File: src/rtl/avg_frame_sequencer.sv
// Frame-aligned averaging sequencer: locks onto FFT frame boundaries, gates
// accumulation of 2^L frames per average, then hands the result downstream.
module avg_frame_sequencer #(
  parameter int FRAME_BEATS = 1024,
  parameter int N_AVGS      = 7,
  parameter int CNT_W       = 32
) (
  input  logic                          clk,
  input  logic                          arest,
  input  logic                          start,
  input  logic                          stop,
  input  logic                          abort,
  input  logic [$clog2(N_AVGS+1)-1:0]   log2_avgs,
  input  logic                          fft_valid,
  input  logic                          fft_last,
  input  logic                          out_ready,
  output logic                          acc_en,
  output logic                          acc_clear,
  output logic                          dump_valid,
  output logic                          busy,
  output logic [CNT_W-1:0]              frames_done,
  output logic                          err_frame,
  output logic                          err_overrun
);

  localparam int LW = $clog2(N_AVGS + 1);
  localparam int BW = (FRAME_BEATS > 1) ? $clog2(FRAME_BEATS) : 1;
  localparam int FW = N_AVGS + 1;
  localparam logic [BW-1:0] LAST_BEAT = BW'(FRAME_BEATS - 1);
  localparam logic [LW-1:0] MAX_LOG2  = LW'(N_AVGS);

  typedef enum logic [1:0] {IDLE, SYNC, ACCUM, DUMP} state_t;

  state_t        state;
  logic [LW-1:0] avg_log2;
  logic [BW-1:0] beat_cnt;
  logic [FW-1:0] frame_cnt;
  logic [FW-1:0] frame_last;
  logic          stop_pend;
  logic          ovr_dump;
  logic          handshake;
  logic          sync_hit;

  assign frame_last = (FW'(1) << avg_log2) - FW'(1);
  assign handshake  = (state == DUMP) && dump_valid && out_ready && !abort;
  assign sync_hit   = (state == SYNC) && fft_valid && fft_last && !abort;
  assign acc_en     = (state == ACCUM) && fft_valid;
  assign acc_clear  = sync_hit || handshake;
  assign busy       = (state != IDLE);

  // ovr_dump remembers an overrun within the current dump only, since
  // err_overrun itself is sticky across averages.
  always_ff @(posedge clk or posedge arest) begin
    if (arest) begin
      state       <= IDLE;
      avg_log2    <= '0;
      beat_cnt    <= '0;
      frame_cnt   <= '0;
      stop_pend   <= 1'b0;
      ovr_dump    <= 1'b0;
      dump_valid  <= 1'b0;
      frames_done <= '0;
      err_frame   <= 1'b0;
      err_overrun <= 1'b0;
    end else if (abort) begin
      state      <= IDLE;
      beat_cnt   <= '0;
      frame_cnt  <= '0;
      stop_pend  <= 1'b0;
      ovr_dump   <= 1'b0;
      dump_valid <= 1'b0;
    end else begin
      if (stop && state != IDLE) stop_pend <= 1'b1;
      case (state)
        IDLE: begin
          if (start) begin
            avg_log2    <= (log2_avgs > MAX_LOG2) ? MAX_LOG2 : log2_avgs;
            err_frame   <= 1'b0;
            err_overrun <= 1'b0;
            state       <= SYNC;
          end
        end
        SYNC: begin
          if (fft_valid && fft_last) begin
            beat_cnt  <= '0;
            frame_cnt <= '0;
            state     <= ACCUM;
          end
        end
        ACCUM: begin
          // A frame is malformed if last and the final beat index disagree.
          if (fft_valid) begin
            if (fft_last != (beat_cnt == LAST_BEAT)) begin
              err_frame <= 1'b1;
              beat_cnt  <= '0;
              frame_cnt <= '0;
              state     <= SYNC;
            end else if (fft_last) begin
              beat_cnt  <= '0;
              frame_cnt <= frame_cnt + FW'(1);
              if (frame_cnt == frame_last) begin
                dump_valid <= 1'b1;
                state      <= DUMP;
              end
            end else begin
              beat_cnt <= beat_cnt + BW'(1);
            end
          end
        end
        DUMP: begin
          if (fft_valid) begin
            err_overrun <= 1'b1;
            ovr_dump    <= 1'b1;
          end
          if (dump_valid && out_ready) begin
            dump_valid  <= 1'b0;
            frames_done <= frames_done + CNT_W'(1);
            frame_cnt   <= '0;
            ovr_dump    <= 1'b0;
            if (stop_pend || stop) begin
              stop_pend <= 1'b0;
              state     <= IDLE;
            end else if (ovr_dump || fft_valid) begin
              state <= SYNC;
            end else begin
              state <= ACCUM;
            end
          end
        end
        default: state <= IDLE;
      endcase
    end
  end

endmodule

File: config.mk
export PLATFORM = sky130hd
export DESIGN_NAME = avg_frame_sequencer
export DESIGN_NICKNAME = d
export VERILOG_FILES = /design/src/rtl/avg_frame_sequencer.sv
export SDC_FILE = /design/constraint.sdc
export NUM_CORES = 1
export LEC_CHECK = 0
export CAP_MARGIN = 15
export CORE_ASPECT_RATIO = 0.7
export CORE_MARGIN = 3
export CORE_UTILIZATION = 45
export DETAILED_ROUTE_END_ITERATION = 12
export PLACE_DENSITY_LB_ADDON = 0.08
export SYNTH_ARGS = -nofsm -noshare
export SYNTH_HDL_FRONTEND = slang
export SYNTH_SLANG_ARGS = --single-unit
File: constraint.sdc
create_clock -name clk -period 3.8 [get_ports clk]
set_input_delay 0.38 -clock clk [delete_from_list [all_inputs] [get_ports clk]]
set_output_delay 0.38 -clock clk [all_outputs]
set_load 0.005 [all_outputs]
# == Word level (Yosys, flattened, before mapping) ==
# Index checks and enable logic that the tools add are counted.
# word_totals
ff_bits,60
out_inout_bits,38
# op_classes
addsub,4
magnitude_cmp,1
shifts,1
n_reduce_logical,32
muxes,46
bitwise,1
eq_ne,19
# ops
operator,n
$mux W10,5
$mux W8,6
$add A32 B1 Y32 const B,1
$pmux W8 S3,1
$mux W2,10
$pmux W10 S2,1
$mux W1,18
$ne A3 B3 Y1 const B,4
$reduce_and A6 Y1,2
$add A10 B1 Y10 const B,1
$eq A10 B10 Y1 const B,1
$logic_and A1 B1 Y1,10
$reduce_and A5 Y1,2
$ne A3 B2 Y1 const B,3
$reduce_and A3 Y1,3
$reduce_bool A3 Y1,3
$add A8 B1 Y8 const B,1
$eq A8 B8 Y1,1
$pmux W2 S4,1
$reduce_bool A2 Y1,4
$shl A1 B3 Y8 const A,1
$sub A8 B2 Y8 const B,1
$ne A2 B2 Y1 const B,3
$pmux W1 S2,3
15 further kinds,18

# == Longest topological paths before layout ==
# logic_depth
word_depth,9
depth_mapped,9

# == Least setup slack after synthesis ==
# OpenSTA, ideal clock, no wires.
# synth_path
path_type,register to register
from,register avg_log2[2]
to,register state[1]
arrival_ps,2319
t_required_ps,3690
n_path_buf,1
slack_ps,1371
stages_incl_launch_ff,9
cell_sequence,dfrtp_1 clkbuf_1 or3_1 ha_1 xnor2_1 or3_1 a311oi_2 a41oi_1 o41ai_1
# synth_between
elab_chain_cells,5
# synth_rtl
element,line_no,source
from (decl),35,logic [LW-1:0] avg_log2;
from (signal assigned),77,avg_log2 <= (log2_avgs > MAX_LOG2) ? MAX_LOG2 : log2_avgs;
$shl A1 B3 Y8,44,assign frame_last = (FW'(1) << avg_log2) - FW'(1);
$sub A8 B2 Y8,44,
$eq A8 B8 Y1,101,if (frame_cnt == frame_last) begin
$ne A4 B2 Y1 (no source line),n/a,
$reduce_and A6 Y1 (no source line),n/a,
to (signal assigned),55,state <= IDLE;
to (signal assigned),97,state <= SYNC;
to (signal assigned),103,state <= DUMP;
to (decl),34,state_t state;
# No other way between the ends.
# A chain may end at the register's enable or synchronous reset.

# == Worst setup path in the final report ==
# Same ends and word-level chain as after synthesis.

==> impl_metrics.ini <==
[status]
status = completed

[drt]
drc_errors = 0
wirelength_mm = 7.56
dr.first_iter.drc_count = 170
wire_per_inst_um = 15.3
ant_nets = 0
avgViaCountPerCell = 5.49
vias = 2708
drt_first_pass_iters = 4

[cts]
cts_buffers = 9
cts_tree = yes
clkTransAtPathRegs_ns = 0.08
cts_setup_buffers = 0
cts_resized = 0
clock_sinks = 60
clock_path_buffers = 2
postCtsHoldBufs = 0
clk-insertion-delay-late_ns = 0.34
ctsRootBufferMaster = clkbuf_8
cts_max_level = 3

[setup_path]
critical_path_class = register to register
cpPeakStageDelay_ns = 0.52
rr_endpoint = state[1]$_DFFE_PP0P_
cp_max_fo = 13
worstPathArrival_ns = 2.80
worstRegToRegCells = 7
path_cells = or3_1, ha_1, xnor2_1, or3_1, a311oi_2, a41oi_1, o41ai_1
crit-reg2reg-launch = avg_log2[2]$_DFFE_PP0P_
critPathCapture = state[1]$_DFFE_PP0P_
start_kind = register
critPathCaptureType = register
crit_required_ns = 4.04
path_common_cell = or3_1
worstSetupStartpoint = avg_log2[2]$_DFFE_PP0P_
r2r_slack_ns = 1.24
crit_slowest_cell = dfrtp_1

[floorplan]
die_y_um = 78.3
core-area_um2 = 6980
rows = 25
die_w_um = 109
ios = 49
die-area_um2 = 8550
start_util_pct = 48.1

[synthesis]
yosysWarnings = 0
ys_seq_area_share_pct = 44.7
synth_top_area_share_pct = 44.7
ys_types = 57
syn_nets = 366
postSynthAreaPerCell_um2 = 9.71
yosys.area.top_type = dfrtp_1
synth_edf_count = 0
netlist_area_um2 = 3360
async_reset_ff_share_pct = 100
ys.flop_type = dfrtp_1
synth.area.top_cells = dfrtp_1, xnor2_1, nand3_1
synth-seq-cells = 60
synth_cells = 346

[place]
dp_hpwl_mm = 5.44
place_congestion = 0.828
portBuffers = 48
dpl_worst_slack_ns = 1.25
place_area_um2 = 3910

[layout]
n_fill_cell = 595
layout_commonest_cell = dfrtp_1
postLayoutCellArea_um2 = 4130
syn_to_final_growth_pct = 23.0
multi_input_area_um2 = 1760
layout_common_cells = dfrtp_1, clkdlybuf4s50_1, xnor2_1, nand2_1, nand3_1
drive_gt1_share_pct = 9.27
final_nets = 414
seq_area_um2 = 1500
antenna_cells = 0

[job]
maxCapViolCount = 0

[grt]
grt_pass1_vias = 2605
antenna_found_initial = 0
grt_overflow = 0
grt_usage_pct = 19.6
grt_pass1_wl_mm = 13.1
grt_max_degree = 41

[sta]
hold_slack_ns = 0.357
finalHoldViolCount = 0
fin_crit_sh_pct = 67.5
setup_ws_ns = 1.24
setup_tns_ns = 0
fin_skew_ns = 0.0129
slew_viol_final = 0
rsz0062_at_grt = false
max_freq_mhz = 390
setup_violations = 0
finalCriticalPeriod_ns = 2.56
tightestPinTransition_ns = 0.843
slew_headroom_pct = 43.6

[power_and_ir_drop]
peakVddDrop_mv = 0.262
p_per_area_nw_per_um2 = 437
power_leakage_nw = 1.79

[hold_path]
hold_path_class = input pin to async pin
## cells by family (layout without fill, tap and decap cells)
kind of cell	Yosys count	in the layout	share of synthesized area, %
mux	4	4	1.34
buf+inv	22	75	2.83
flops	60	60	44.7
xor+xnor	44	44	11.5
compound gates	56	56	12.0
simple gates	151	151	24.3
fa+ha+maj	9	9	3.35
## routing by layer
layer  part of all wire, %  up-vias  GRT usage, %
li1                      -     1339             -
met1                    53     1311          29.3
met2                    42       47          27.6
met3                   4.5       11          5.75
met4                   1.2        0          5.35
met5                     0        -             0
## critical path: cells and delay by family (launching register included)
kind,cells,cell delay (ns)
AOI/OAI and AO/OA,3,0.76
and+or+nand+nor,2,0.74
DFF,1,0.52
adders and majority gates,1,0.31
xor gates and xnor gates,1,0.12
## registers in the layout, indices dropped and copies added (netlist names), 2 cells and up
| register | flops |
|---|---|
| avg_log2 | 3 |
| beat_cnt | 10 |
| frame_cnt | 8 |
| frames_done | 32 |
| state | 2 |
## worst min path at each step
| stage | cells after the start | slack, ns | to |
|---|---|---|---|
| CTS | 2 | 0.35 | frames_done[26]$_DFFE_PP0P_ |
| finish | 2 | 0.36 | beat_cnt[5]$_DFFE_PP0P_ |
| detailed placement | 1 | 0.46 | frames_done[31]$_DFFE_PP0P_ |
| global route | 2 | 0.37 | beat_cnt[5]$_DFFE_PP0P_ |
| floorplan | 2 | 0.46 | stop_pend$_DFF_PP0_ |
| global placement | 1 | 0.46 | frames_done[31]$_DFFE_PP0P_ |
## synth_stat cells, drive strengths merged (2+ instances only)
library cell,n
dfrtp,60
nand2,32
xnor2,32
nand3,25
nor2,24
and3,17
o21ai,16
nand4,15
xor2,12
clkbuf,10
inv,10
ha,9
a21o,7
a21oi,7
nand2b,7
nor4,5
mux2,4
and2,3
and4,3
nor3,3
nor3b,3
or2,3
or3,3
a31oi,2
a41o,2
a41oi,2
buf,2
nor2b,2
nor4b,2
o211ai,2
o21bai,2
o221ai,2
o22ai,2
o2bb2ai,2
o31ai,2
or4,2
## final cells by class
| type | count | share of cell area, % |
|---|---|---|
| Sequential cell | 60 | 36.4 |
| Inverter | 10 | 0.909 |
| Tap cell | 94 | 2.85 |
| Multi-Input combinational cell | 264 | 42.7 |
| Timing Repair Buffer | 49 | 11.8 |
| Clock inverter | 7 | 2.39 |
| Clock buffer | 9 | 3.00 |
## stage by stage
step / std cells / util, % / total power [mW]
3_5_place_dp: 477 / 56.0 / 1.16
4_1_cts: 493 / 59.2 / 1.82
2_1_floorplan: 346 / - / 1.06
5_1_grt: 493 / 59.2 / 1.92
3_3_place_gp: 477 / 56.0 / 1.15
6_report: 493 / 59.2 / 1.80
## where the power goes
part	internal, mW	switching, mW	total (mW)
clock	0.372	0.275	0.647
combinational	0.198	0.227	0.425
sequential	0.667	0.0656	0.732
total	1.24	0.568	1.80
Note: power is estimated with default switching activity, not from simulation.
